**src/rtl/gate_down_counter.sv**
```systemverilog
// gate_down_counter: loadable binary down-counter with borrow for cascading,
// a registered done pulse after each borrow, and optional auto-reload.
// External vectors are declared [0:WIDTH-1] with index 0 as the LSB; the
// arithmetic runs on an internal [WIDTH-1:0] copy so the bit order is explicit.
module gate_down_counter #(
    parameter int WIDTH       = 4,
    parameter bit AUTO_RELOAD = 1'b0
) (
    input  logic             clock,
    input  logic             clear,
    input  logic             count,
    input  logic             load,
    input  logic [0:WIDTH-1] inp,
    output logic [0:WIDTH-1] out,
    output logic             borrow,
    output logic             zero,
    output logic             done
);

    logic [WIDTH-1:0] cnt_q;
    logic [WIDTH-1:0] inp_le;
    logic [WIDTH-1:0] rld;

    // Map the LSB-at-index-0 port vectors onto conventional little-endian vectors.
    for (genvar i = 0; i < WIDTH; i++) begin : g_bits
        assign inp_le[i] = inp[i];
        assign out[i]    = cnt_q[i];
    end

    // zero ignores count/load; borrow is gated by ~load so it cannot pulse during a load.
    assign zero   = (cnt_q == '0);
    assign borrow = count & ~load & zero;

    // Wrap target: the last loaded value in auto-reload mode, all-ones otherwise.
    if (AUTO_RELOAD) begin : g_reload
        // Capture the load value so the counter can restart from it after a borrow.
        always_ff @(posedge clock or negedge clear) begin
            if (!clear) begin
                rld <= '0;
            end else if (load) begin
                rld <= inp_le;
            end
        end
    end else begin : g_no_reload
        assign rld = '1;
    end

    // Count register and done flop: load beats count, count at zero wraps and flags done.
    always_ff @(posedge clock or negedge clear) begin
        if (!clear) begin
            cnt_q <= '0;
            done  <= 1'b0;
        end else begin
            // NOTE: non-blocking assignments, and done defaults low each edge so it is a one-cycle pulse.
            done <= 1'b0;
            if (load) begin
                cnt_q <= inp_le;
            end else if (count) begin
                if (zero) begin
                    cnt_q <= rld;
                    done  <= 1'b1;
                end else begin
                    cnt_q <= cnt_q - WIDTH'(1);
                end
            end
        end
    end

endmodule

```
**config.mk**
```make
export PLATFORM = sky130hd
export DESIGN_NAME = gate_down_counter
export DESIGN_NICKNAME = d
export VERILOG_FILES = /design/src/rtl/gate_down_counter.sv
export SDC_FILE = /design/constraint.sdc
export NUM_CORES = 1
export LEC_CHECK = 0
export ABC_AREA = 1
export CORE_AREA = 2 2 39 41
export DETAILED_ROUTE_END_ITERATION = 12
export DIE_AREA = 0 0 41 43
export GPL_TIMING_DRIVEN = 0
export PLACE_DENSITY_LB_ADDON = 0.05
export SLEW_MARGIN = 25
export SYNTH_ARGS = -nofsm -noshare
export SYNTH_HDL_FRONTEND = slang
export SYNTH_SLANG_ARGS = --single-unit
export TNS_END_PERCENT = 100
```
**constraint.sdc**
```tcl
create_clock -name clock -period 3.5 [get_ports clock]
set_clock_uncertainty 0.05 [all_clocks]
set_input_delay 0.7 -clock clock [delete_from_list [all_inputs] [get_ports clock]]
set_output_delay 0.7 -clock clock [all_outputs]
set_load 0.01 [all_outputs]
```
==> summary.txt <==
run status: finished clean
global placement routability congestion: 0.700
total CTS buffers: 3
hold slack final: 0.516 ns
CP delay by family, top: buffers and inverters
VDD IR-drop max: 0.283 mV
maximum number of pins on one net before global-route repair: 8
count of filler cells inserted in the layout: 148
starting DRC count in detailed routing: 7
horizontal die dimension: 41 µm
height of the die: 43 µm
total of endpoints with negative setup slack in the final report: 0
number of antenna violations at the first check in global routing: 0
transition time of the tightest slew-check pin: 0.215 ns
Congestion Overflow GR: 0
hold buffer count at CTS: 0
Layout area overhead: 65.6%
1st-pass router iterations: 4
kind of launch point of the worst setup path: primary input
most frequent cell on the critical path: sky130_fd_sc_hd__clkdlybuf4s50_1
vias in the first global route: 263
Site Rows: 14
netlist area before placement: 284 µm²
Cell Chain, Critical Path: clkdlybuf4s50_1 > inv_2 > nand2_4 > nor3_1 > clkdlybuf4s50_1
Crit. End Element: output port
total number of vias: 291
power per standard cell area: 404 mW/mm²
net count of the mapped netlist: 44
total DRC errors in the routed layout: 0
PostCTS Resize Cnt: 0
clock root buffer: sky130_fd_sc_hd__clkbuf_4
ANT nets after route: 0
Tot Pwr: 0.190 mW
WP data required: 2.75 ns
Final min period: 2.85 ns
Antenna diodes: 0
number of setup buffers added after CTS: 0
clock slew seen by the registers of the worst setup and hold paths: 0.04 ns
starting density of the core: 0.205
headroom to the max-slew limit: 0.856
Final TNS setup: 0 ns
area of the die: 0.00176 mm²
Total Nets Final: 63
part of the total power dissipated in combinational logic: 0.286
core area: 0.00138 mm²
Internal Pwr Total: 0.137 mW
count of input and output buffers: 14
first-pass GRT wire length: 1.07 mm
register area share after synthesis: 0.441
final worst-path cycle share: 0.813
Synth Warn #: 0
most common cell after layout, fill and taps aside: sky130_fd_sc_hd__clkdlybuf4s50_1
arrival time at the worst endpoint: 2.10 ns
clock tree from TritonCTS: yes
worst-path cell with the longest stage delay: sky130_fd_sc_hd__clkdlybuf4s50_1
CTS Buffer Depth: 2
reported net switching power: 0.0533 mW
Clk pwr share: 0.337
maximum net fanout on the critical path: 5
average wire length per cell after detail routing: 9.55 µm
most frequent cells in the layout: sky130_fd_sc_hd__clkdlybuf4s50_1 (14), sky130_fd_sc_hd__nand2_1 (9), sky130_fd_sc_hd__dfrtp_1 (5)
type of the most critical hold path: flip-flop to flip-flop
Avg Synthesized Cell Area: 8.11 µm²
count of clock tree sinks: 5
flops & latches, synth: 5
category of the most critical setup path: primary input to output port
ratio of routed vias to standard cells: 4.22
proportion of layout cells with a drive suffix above 1: 0.132
achievable frequency: 351 MHz
total count of max-transition violations in the final report: 0
total wirelength of the detailed-routed design: 659 µm
cell count after synthesis: 35
unrepaired setup endpoints after global routing: no
max_cap viols: 0
H-Tree Level Count: 1
Critical path buffers and inverters: 3
total track usage: 0.101
count of different cell masters after synthesis: 16
relative contribution of sequential cells to total power: 0.377
number of hold violations in the final report: 0
half-perimeter wire length of the detailed placement result: 564 µm
total leakage power: 0.216 nW
boundary pin count: 15
clock latency on the worst-skew pair: 0.23 ns
Switching Fraction: 0.281
Crit path largest cell delay: 0.56 ns
## area by class of cell
type	count	area [µm²]	area share
Multi-Input combinational cell	25	140	0.298
Timing Repair Buffer	14	140	0.298
Sequential cell	5	125	0.266
Clock buffer	4	26.3	0.0559
Tap cell	16	20.0	0.0426
Inverter	5	18.8	0.0399
## power by group through the flow
stage | Combinational (mW) | Clock (mW) | Sequential [mW]
6_report | 0.0543 | 0.0640 | 0.0716
3_5_place_dp | 0.0548 | 0 | 0.0725
3_3_place_gp | 0.0542 | 0 | 0.0722
2_1_floorplan | 0.0227 | 0 | 0.0741
4_1_cts | 0.0551 | 0.0683 | 0.0717
5_1_grt | 0.0598 | 0.0748 | 0.0731
## state kept, by name, summed over array words and instances, names as in the netlist
| signal | count |
|---|---|
| done | 1 |
| cnt_q | 4 |
## worst paths after layout
| path | start | to | slack (ns) | cells past startpoint |
|---|---|---|---|---|
| setup / recovery | load | borrow | 0.65 | 5 |
| hold / removal | cnt_q[3] | done | 0.52 | 1 |
| hold reg to reg | cnt_q[3] | done | 0.52 | 1 |
| min in group asynchronous | clear | cnt_q[2] | 0.63 | 1 |
| max in group asynchronous | clear | cnt_q[1] | 2.59 | 1 |
| setup reg to reg | cnt_q[0] | cnt_q[2] | 2.33 | 5 |
## layer usage
layer / vias up / wire [µm] / track usage
met5: - / 0 / 0
met4: 0 / 8 / 0.0600
met3: 2 / 67 / 0.0785
met2: 15 / 332 / 0.147
met1: 120 / 250 / 0.0939
li1: 154 / - / -
## synth_stat cells, drive strengths merged
cell type	n	area share
inv	5	0.066
o22ai	1	0.022
nand3	3	0.053
xor2	1	0.031
a22oi	1	0.026
nor3	2	0.035
dfrtp	5	0.44
a21oi	2	0.048
o211ai	1	0.026
ha	1	0.044
nor2	3	0.048
nand2	10	0.16
## cell families after synthesis
kind of cell / after synthesis / share of synthesized area
xor gates and xnor gates: 1 / 0.0308
buffers and inverters: 5 / 0.0661
and+or+nand+nor: 18 / 0.295
AOI/OAI and AO/OA: 5 / 0.123
DFF: 5 / 0.441
adders and majority gates: 1 / 0.0440
## worst reg2reg max path, cell delays in order (launching register included)
cell and delay, ns:
sky130_fd_sc_hd__dfrtp_1 0.37, sky130_fd_sc_hd__inv_1 0.14, sky130_fd_sc_hd__ha_1 0.24, sky130_fd_sc_hd__xor2_1 0.16
sky130_fd_sc_hd__nand2_1 0.06, sky130_fd_sc_hd__nand3_1 0.08
## metrics by stage
| stage | area (µm²) | setup slack [ns] | instances | utilization |
|---|---|---|---|---|
| after detailed placement | 444 | 0.656 | 65 | 0.321 |
| after floorplan | 284 | 1.63 | 35 | - |
| final | 470 | 0.653 | 69 | 0.340 |
| after CTS | 470 | 0.656 | 69 | 0.340 |
| after global routing | 470 | 0.544 | 69 | 0.340 |
| after global placement | 444 | 0.672 | 65 | 0.321 |
No activity file was read; power rests on OpenSTA's default activity.
